### src/rtl/mod_memreq_arbiter.sv
// Round-robin arbiter sharing one line-transfer memory bus between fetch,
// load and store requesters; sequences request, write-beat and read-beat phases.
module mod_memreq_arbiter #(
   parameter int ADDR_W = 64,
   parameter int DATA_W = 64,
   parameter int BEATS  = 8
) (
   input  logic                      clk,
   input  logic                      reset,
   input  logic                      if_req,
   input  logic [ADDR_W-1:0]         if_addr,
   input  logic                      ld_req,
   input  logic [ADDR_W-1:0]         ld_addr,
   input  logic                      st_req,
   input  logic [ADDR_W-1:0]         st_addr,
   input  logic [DATA_W*BEATS-1:0]   st_wdata,
   output logic                      if_gnt,
   output logic                      ld_gnt,
   output logic                      st_gnt,
   output logic [DATA_W-1:0]         rd_data,
   output logic                      if_rvalid,
   output logic                      ld_rvalid,
   output logic                      if_done,
   output logic                      ld_done,
   output logic                      st_done,
   output logic                      bus_req,
   output logic                      bus_we,
   output logic [ADDR_W-1:0]         bus_addr,
   input  logic                      bus_reqack,
   output logic [DATA_W-1:0]         bus_wdata,
   output logic                      bus_wvalid,
   input  logic                      bus_resp_valid,
   input  logic [DATA_W-1:0]         bus_resp_data,
   output logic                      bus_respack
);

   localparam int CNT_W  = $clog2(BEATS) + 1;
   localparam int LINE_W = DATA_W * BEATS;

   typedef enum logic [1:0] {S_IDLE, S_REQ, S_WR_BEAT, S_RD_BEAT} state_t;
   typedef enum logic [1:0] {SRC_FETCH, SRC_LOAD, SRC_STORE, SRC_NONE} src_t;

   state_t              r_state;
   src_t                r_rr_ptr;
   src_t                r_owner;
   logic [CNT_W-1:0]    r_cnt;
   logic [ADDR_W-1:0]   r_addr;
   logic                r_we;
   logic [LINE_W-1:0]   r_wline;
   logic                r_if_gnt;
   logic                r_ld_gnt;
   logic                r_st_gnt;

   logic [2:0]          w_reqs;
   logic [2:0]          w_sum;
   logic [1:0]          w_idx;
   logic                w_win_vld;
   src_t                w_win;
   logic                w_last;
   logic                w_rbeat;

   function automatic src_t next_src(input src_t s);
      case (s)
         SRC_FETCH: return SRC_LOAD;
         SRC_LOAD:  return SRC_STORE;
         default:   return SRC_FETCH;
      endcase
   endfunction

   assign w_reqs = {st_req, ld_req, if_req};

   // First asserted requester found walking forward from the round-robin pointer
   always_comb begin
      w_win_vld = 1'b0;
      w_win     = SRC_NONE;
      w_sum     = '0;
      w_idx     = '0;
      for (int unsigned i = 0; i < 3; i++) begin
         w_sum = {1'b0, r_rr_ptr} + 3'(i);
         w_idx = (w_sum >= 3'd3) ? 2'(w_sum - 3'd3) : w_sum[1:0];
         if (!w_win_vld && w_reqs[w_idx]) begin
            w_win_vld = 1'b1;
            w_win     = src_t'(w_idx);
         end
      end
   end

   assign w_last = (r_cnt == CNT_W'(BEATS - 1));

   always_ff @(posedge clk) begin
      if (!reset) begin
         r_state  <= S_IDLE;
         r_rr_ptr <= SRC_FETCH;
         r_owner  <= SRC_NONE;
         r_cnt    <= '0;
         r_addr   <= '0;
         r_we     <= 1'b0;
         r_wline  <= '0;
         r_if_gnt <= 1'b0;
         r_ld_gnt <= 1'b0;
         r_st_gnt <= 1'b0;
      end else begin
         r_if_gnt <= 1'b0;
         r_ld_gnt <= 1'b0;
         r_st_gnt <= 1'b0;
         case (r_state)
            S_IDLE: begin
               if (w_win_vld) begin
                  r_owner  <= w_win;
                  r_rr_ptr <= next_src(w_win);
                  r_cnt    <= '0;
                  r_state  <= S_REQ;
                  case (w_win)
                     SRC_FETCH: begin
                        r_addr   <= if_addr;
                        r_we     <= 1'b0;
                        r_if_gnt <= 1'b1;
                     end
                     SRC_LOAD: begin
                        r_addr   <= ld_addr;
                        r_we     <= 1'b0;
                        r_ld_gnt <= 1'b1;
                     end
                     default: begin
                        r_addr   <= st_addr;
                        r_we     <= 1'b1;
                        r_wline  <= st_wdata;
                        r_st_gnt <= 1'b1;
                     end
                  endcase
               end
            end
            S_REQ: begin
               if (bus_reqack) begin
                  r_state <= r_we ? S_WR_BEAT : S_RD_BEAT;
                  r_cnt   <= '0;
               end
            end
            S_WR_BEAT: begin
               // Beat 0 sits in the MSBs, so the line shifts up one beat per cycle
               r_wline <= r_wline << DATA_W;
               if (w_last) begin
                  r_state <= S_IDLE;
                  r_owner <= SRC_NONE;
                  r_cnt   <= '0;
               end else begin
                  r_cnt <= r_cnt + CNT_W'(1);
               end
            end
            S_RD_BEAT: begin
               if (bus_resp_valid) begin
                  if (w_last) begin
                     r_state <= S_IDLE;
                     r_owner <= SRC_NONE;
                     r_cnt   <= '0;
                  end else begin
                     r_cnt <= r_cnt + CNT_W'(1);
                  end
               end
            end
            default: r_state <= S_IDLE;
         endcase
      end
   end

   assign w_rbeat     = (r_state == S_RD_BEAT) && bus_resp_valid;

   assign if_gnt      = r_if_gnt;
   assign ld_gnt      = r_ld_gnt;
   assign st_gnt      = r_st_gnt;
   assign bus_req     = (r_state == S_REQ);
   assign bus_we      = r_we;
   assign bus_addr    = r_addr;
   assign bus_wvalid  = (r_state == S_WR_BEAT);
   assign bus_wdata   = bus_wvalid ? r_wline[LINE_W-1 -: DATA_W] : '0;
   assign bus_respack = w_rbeat;
   assign rd_data     = w_rbeat ? bus_resp_data : '0;
   assign if_rvalid   = w_rbeat && (r_owner == SRC_FETCH);
   assign ld_rvalid   = w_rbeat && (r_owner == SRC_LOAD);
   assign if_done     = w_rbeat && w_last && (r_owner == SRC_FETCH);
   assign ld_done     = w_rbeat && w_last && (r_owner == SRC_LOAD);
   assign st_done     = bus_wvalid && w_last;

endmodule

### config.mk
export PLATFORM = sky130hd
export DESIGN_NAME = mod_memreq_arbiter
export DESIGN_NICKNAME = d
export VERILOG_FILES = /design/src/rtl/mod_memreq_arbiter.sv
export SDC_FILE = /design/constraint.sdc
export NUM_CORES = 1
export LEC_CHECK = 0
export BUFFER_PORTS_ARGS = -buffer_cell sky130_fd_sc_hd__buf_2
export CAP_MARGIN = 15
export CORE_AREA = 2 2 384 386
export DETAILED_ROUTE_END_ITERATION = 12
export DIE_AREA = 0 0 386 388
export SLEW_MARGIN = 25
export SYNTH_ARGS = -nofsm -noshare
export SYNTH_HDL_FRONTEND = slang
export SYNTH_SLANG_ARGS = --single-unit
### constraint.sdc
create_clock -name clk -period 2.7 [get_ports clk]
set_input_delay 0.405 -clock clk [delete_from_list [all_inputs] [get_ports clk]]
set_output_delay 0.405 -clock clk [all_outputs]
set_load 0.02 [all_outputs]
-- After elaboration in Yosys (flattened, before gate mapping)
Cells that the tools add are included.
- flip-flop bits (word level): 590
- output and inout bits: 204
- magnitude comparators: 6
- add/sub/neg operators: 6
- mux-type cells: 40
- eq/ne operators: 10
- reduce and logical (&&, ||, !) cells: 22
- operator list (kind ; count):
    512-bit two-way mux ; 2
    512-bit one-hot mux with 2 select lines ; 1
    64-bit two-way mux ; 2
    64-bit one-hot mux with 2 select lines ; 1
    2-bit two-way mux ; 13
    4-bit two-way mux ; 4
    4-bit one-hot mux with 4 select lines ; 1
    3-bit AND reduction ; 4
    1-bit two-way mux ; 10
    1-bit logical AND ; 9
    2-bit by 3-bit less-than comparator with 1-bit output, second input constant ; 3
    2-bit one-hot mux with 4 select lines ; 1
    1-bit binary-select mux with 2-bit select ; 3
    2-bit by 1-bit == test with 1-bit output, second input constant ; 3
    3-bit by 2-bit greater-or-equal comparator with 1-bit output, second input constant ; 2
    2-bit logical NOT ; 3
    2-bit inequality test, second input constant ; 3
    2-bit one-hot mux with 3 select lines ; 1
    2-bit subtractor, second input constant ; 3
    4-bit by 1-bit adder with 4-bit output, second input constant ; 1
    2-bit == test, second input constant ; 2
    4-bit by 3-bit == test with 1-bit output, second input constant ; 1
    2-bit one-hot mux with 2 select lines ; 1
    2-bit by 1-bit adder with 3-bit output, second input constant ; 1
    8 further kinds ; 9

-- Logic depth before layout (Yosys ltp)
Gate-level depths: netlist of the first run.
- word-level depth: 16
- mapped depth: 11
- mapped depth without buffers: 7

-- Least setup slack after synthesis of the first run
No wires, ideal clock.
- path kind: register to register
- from: register r_rr_ptr[0]
- to: register r_addr[10], in the netlist bus_addr[10]
- path slack: 0.348 ns
- clock period less this slack: 2.352 ns
- cell stages (with the launch flop): 12
- arrival time: 2.235 ns
- data required time: 2.583 ns
- library setup time: 0.117 ns
- path through: dfxtp_1 > inv_1 > ha_1 > buf_2 > nand3b_1 > o211a_1 > a311o_1 > buf_6 > and2_1 > buf_6 > buf_6 > a32o_1
- longest elaborated chain between the ends: 13
- ends and longest elaborated chain (item ; RTL line ; source):
    start, declared ; 44 ; src_t r_rr_ptr;
    start signal, assigned ; 110 ; r_rr_ptr <= next_src(w_win);
    parallel branches: the longest is 13 deep, another holds 2-bit by 1-bit adder with 3-bit output ; - ;
    end signal, assigned ; 115 ; r_addr <= if_addr;
    end signal, assigned ; 120 ; r_addr <= ld_addr;
    end signal, assigned ; 125 ; r_addr <= st_addr;
    end, declared ; 47 ; logic [ADDR_W-1:0] r_addr;
Several ways; the timed one is not identified. The select of a mux whose other input is x is not followed.
A chain may end at the register's enable or synchronous reset.

-- Worst setup path in the final report of the first run
- from: register r_state[1]
- to: output bus_wdata[5]
- longest elaborated chain between the ends: 2
- ends and longest elaborated chain (item ; RTL line ; source):
    start, declared ; 43 ; state_t r_state;
    start signal, assigned ; 135 ; r_state <= r_we ? S_WR_BEAT : S_RD_BEAT;
    2-bit == test ; 174 ; assign bus_wvalid = (r_state == S_WR_BEAT);
    64-bit two-way mux ; 175 ; assign bus_wdata = bus_wvalid ? r_wline[LINE_W-1 -: DATA_W] : '0;
    end, declared ; 30 ; output logic [DATA_W-1:0] bus_wdata,
Every way passes these cells.

==> results of run 1 <==
worst min-delay path by stage:
stage	start	to	slack (ps)	cells past startpoint
global placement	r_wline[453]	r_wline[453]	440	2
detailed placement	r_wline[474]	r_wline[474]	440	2
finish	st_wdata[9]	r_wline[9]	60	3
global route	st_wdata[9]	r_wline[9]	30	3
CTS	st_wdata[9]	r_wline[9]	1	3
floorplan	r_wline[448]	r_wline[448]	430	2
report_power, final:
group	switching [uW]	internal, uW
clock network	4360	6000
logic	11700	8960
registers	2100	12400
total	18200	27300
area by class of cell:
class,count,area (um^2)
clock inverters,27,365
inverters,9,53.8
flip-flops and latches,590,11800
multi-input cells,3048,17500
clock buffers,106,2180
fillers,15700,103000
repair buffers,1187,7460
well taps,1917,2400
diodes,57,143
sequential cells by signal, summed over array words and instances (netlist names):
name	count
r_wline	512
bus_addr	64
r_cnt	4
r_owner	2
r_rr_ptr	2
r_state	2
bus_we	1
if_gnt	1
ld_gnt	1
st_gnt	1
metrics by stage:
step                total power [uW]  hold slack [ps]  instance area [um^2]
floorplan                      27500              430                 30900
global placement               34100              437                 38300
detailed placement             34500              443                 38300
CTS                            45500             1.22                 41500
global route                   48200             26.2                 41800
finish                         45500             59.1                 41900
worst max-delay path, stage by stage, from the launching register on:
cell and delay (ps):
dfxtp_1 480, nand2_4 160, clkinv_8 200, buf_8 270, and2_1 190, buf_2 170
cell families after synthesis:
kind of cell    share of synthesized area
compound gates                     0.0847
xor+xnor                         0.000283
fa+ha+maj                         0.00162
buf+inv                            0.0573
flops                               0.382
mux                                 0.147
simple gates                        0.328
what timing repair did:
item                                    CTS  global route
buffers inserted                          3             7
cloned                                    2             2
hold endpoints to repair                 50             0
resized for setup                         9            16
pin swaps                                 1             0
endpoints found under the setup margin   46           485
hold buffers                             50             0
cells in the mapped netlist, drive strengths merged (2+ instances only):
master	number
o21a	3
nor2	908
a31oi	2
nand2b	69
nand3b	4
nand3	65
o21ai	71
dfxtp	590
inv	9
mux2i	452
a2bb2oi	4
a32o	64
nor4	2
o2111ai	64
or3	448
a31o	2
ha	4
and2	129
nand2	592
a41oi	2
a21oi	72
buf	138
nor2b	4
o211a	2
or2	2
nor3	3
o211ai	64
clkbuf	234
metal layers:
metal / vias to the layer above / global-route usage
met1: 15200 / 0.225
met3: 315 / 0.0579
met5: - / 0
met4: 68 / 0.0739
li1: 15400 / -
met2: 1230 / 0.295
==> results.cfg, run 1 <==
[run_status]
status = finished clean

[clock_tree]
cts.sinks = 590
cts_root_buf = clkbuf_16
cts_tree = yes
clkTransAtPathRegs_ps = 60
clk_path_buf_depth = 3
clk_latency_ps = 680
h-tree-depth = 3
cts_made_buffers = 76

[setup_path]
timing.critical_path.to = bus_wdata[5]
reg2regPathDepth = 10
cp.arrival_ps = 2160
reg2reg_slack_ps = 150
worstSetupStartpointType = flop
worstSetupPathType = reg2out
regToRegStartpoint = r_rr_ptr[1]
worst-path-max-fanout = 35
crit_path_end_kind = output pin
timing.rr.end = r_wline[481]
cp-startpoint = r_state[1]
worst_ep_required_time_ps = 2300

[synthesis]
synthCells = 4019
synth_top_area_cell = dfxtp_1
synth_top_area_frac = 0.382
seq_area_frac_synth = 0.382
synth_area_leaders = dfxtp_1 38%, mux2i_1 15%, nor2_1 11%
yosys_warnings = 0
syn_nets = 4798
synth_top_flop_cell = dfxtp_1
avgSynthCellArea_um2 = 7.70
ys_types = 51
synth-edff-count = 0
synthArstFlopShare = 0
ys_seq_elements = 590
synthesis.area_um2 = 30900

[power_and_ir_drop]
power.density_nw_per_um2 = 1090
ir_drop_v = 0.000714
p_leak_uw = 0.0188

[placed_design]
dp_cells = 6687
gp_congestion = 0.900
portBuffers = 978
dp_slack_ps = 4.40
dp.final_hpwl_um = 110000

[die]
die_height_um = 388
dieArea_um2 = 150000
die_w_um = 386
core_um2 = 145000
start_util = 0.213
rows = 140
io_pins = 979

[finish]
mostFrequentLayoutCells = 976 x buf_2, 906 x nor2_1, 590 x nand2_1, 588 x dfxtp_1, 451 x mux2i_1
utilization = 0.288
final_common_cell = buf_2
instances_no_fill = 6941
finish.net_count = 5691
drive_above_1_share = 0.259
syn2layout_area_growth_pct = 35.3

[routing]
vias = 32200
viasPerCell = 4.64
wl_met1_um = 60500
top_layer = met5
wl_met3_um = 11500
dr.first_iter.drc_count = 2193
wl_um = 145000
drc = 0
post_drt_wl_per_cell_um = 20.9
met2_length_um = 66800
detail-route-antenna-nets = 0
drt-pass1-iter-count = 5

[global_route]
grt_pass1_wl_um = 205000
antenna_found_initial = 107
grt_remaining_overflow = 0
grt_usage = 0.183
grt_pass1_vias = 31700
grt_max_degree = 147

[timing]
rsz0062_at_grt = no
postLayoutSetupSlackWorst_ps = 133
tightest_slew_ps = 864
maxSlewHeadroom = 0.424
hold_viol = 0
maxSlewViolCount = 0
fmax_ghz = 0.389
layout_worst_path_cycle_share = 0.951
period_needed_ps = 2570
tns_ps = 0
setup_violations = 0
skew_ps = 44.7

[flow_run]
drv_cap = 0

[worst_hold_path]
hp-class = in2reg
No activity file was read; power rests on OpenSTA's default activity.
==> inputs of run 2 (changes only) <==
--- a/config.mk
+++ b/config.mk
@@ -10,6 +10,7 @@
 export CORE_AREA = 2 2 384 386
 export DETAILED_ROUTE_END_ITERATION = 12
 export DIE_AREA = 0 0 386 388
+export REMOVE_ABC_BUFFERS = 1
 export SLEW_MARGIN = 25
 export SYNTH_ARGS = -nofsm -noshare
 export SYNTH_HDL_FRONTEND = slang
==> results.cfg, run 2 (synthesized netlist as in run 1, its figures left out) <==
[run_status]
status = finished clean

[setup_path]
path_buf_inv = 3
worst_ep_required_time_ps = 2300
slowest_stage = buf_12
worst-path-max-fanout = 109
path_cells = inv_1, nand2_8, buf_12, nor2_1, buf_2
crit_path_max_incr_delay_ps = 410
crit_path_end_kind = output pin
cp.arrival_ps = 2130
worstSetupPathType = reg2out
worstSetupStartpointType = flop
path_delay_family = buffers and inverters

[timing]
skew_ps = 40.2
layout_worst_path_cycle_share = 0.939
hold_viol = 0
rsz0062_at_grt = no
tightest_slew_ps = 1000
maxSlewViolCount = 0
setup_violations = 0
postLayoutSetupSlackWorst_ps = 166
period_needed_ps = 2530
fmax_ghz = 0.395
maxSlewHeadroom = 0.332
tns_ps = 0

[finish]
largest_reg_flops = 512
multi_input_area_um2 = 17500
nFillCells = 15600
drive_above_1_share = 0.256
mostFrequentLayoutCells = 975 x buf_2, 906 x nor2_1, 590 x nand2_1, 588 x dfxtp_1, 452 x mux2i_1
final_common_cell = buf_2
seq_area_um2 = 11800
instances_no_fill = 6930
finish.net_count = 5698
design_area_um2 = 41900
largest-register = r_wline
syn2layout_area_growth_pct = 35.4

[routing]
drt-pass1-iter-count = 5
wl_um = 154000
dr.first_iter.drc_count = 2611
post_drt_wl_per_cell_um = 22.2
detail-route-antenna-nets = 0
viasPerCell = 4.76
vias = 33000
drc = 0

[clock_tree]
clk_path_buf_depth = 3
cts_tree = yes
clk_latency_ps = 680
cts.sinks = 590
clkTransAtPathRegs_ps = 60
h-tree-depth = 3
cts_root_buf = clkbuf_16
cts_made_buffers = 75

[placed_design]
dp_cells = 6667
dp_slack_ps = -81.7
place_area_um2 = 38100
dp.final_hpwl_um = 112000
portBuffers = 978
gp_congestion = 1.02

[power_and_ir_drop]
power.total_uw = 46100
ir_drop_v = 0.000561
power.density_nw_per_um2 = 1100
p_leak_uw = 0.0189

[die]
die_w_um = 386
die_height_um = 388
start_util = 0.213
core_um2 = 145000
io_pins = 979
dieArea_um2 = 150000
rows = 140

[global_route]
grt_pass1_vias = 31500
grt_remaining_overflow = 0
grt_max_degree = 176
antenna_found_initial = 72
grt_usage = 0.192
grt_pass1_wl_um = 214000

[flow_run]
drv_cap = 0

[worst_hold_path]
hp-class = in2reg
[run 2: cell count changes in the layout (fill, tap and decap cells not counted), sizes merged]
cell	before	now
buf	1133	1118
bufinv	3	5
diode	57	36
o21a	3	4
bufbuf	2	3
dlygate4sd3	50	63
or2	2	3
inv	13	15
clkbuf	108	113
[run 2: area by class of cell]
cell class	count	share of cell area
Timing Repair inverter	2	0.000478
Antenna cell	36	0.00215
Tap cell	1917	0.0573
Timing Repair Buffer	1191	0.180
Inverter	9	0.00143
Multi-Input combinational cell	3050	0.418
Sequential cell	590	0.282
Clock buffer	106	0.0500
Clock inverter	29	0.00896
[run 2: per-stage QoR]
step / utilization / hold slack, ps
2_1_floorplan: - / 430
3_3_place_gp: 0.262 / 439
3_5_place_dp: 0.262 / 445
4_1_cts: 0.285 / 0.830
5_1_grt: 0.288 / 32.9
6_report: 0.289 / 77.1
[run 2: metal layers]
layer / vias up / track usage / wire length, um
li1: 15400 / - / -
met1: 15900 / 0.232 / 60900
met2: 1304 / 0.315 / 72600
met3: 326 / 0.0475 / 12200
met4: 32 / 0.0997 / 7910
met5: - / 0 / 218
[run 2: path summary, 6_finish.rpt]
path                startpoint      endpoint  slack [ps]  cells past startpoint
setup / recovery    r_state[0]       st_done         170                      5
hold / removal     st_addr[52]  bus_addr[52]          80                      3
setup reg to reg   r_rr_ptr[1]        if_gnt         170                      8
hold reg to reg   r_wline[461]  r_wline[461]         450                      2
[run 2: worst register-to-register path, delay by kind of cell, from the launching register on]
kind / cells / cell delay (ps)
compound gates: 4 / 1280
buf+inv: 3 / 620
flops: 1 / 360
fa+ha+maj: 1 / 250
[run 2: power breakdown]
group	internal (uW)	switching (uW)
clock network	5950	4420
logic	8980	12500
registers	12300	1870
total	27300	18800
[run 2: timing repair]
action,4_1_cts,5_1_grt
hold buffers,63,0
cloned,5,9
endpoints found under the setup margin,82,464
gates resized for setup,14,21
endpoints found under the hold margin,63,0
pin swaps,0,1
setup buffers,5,10
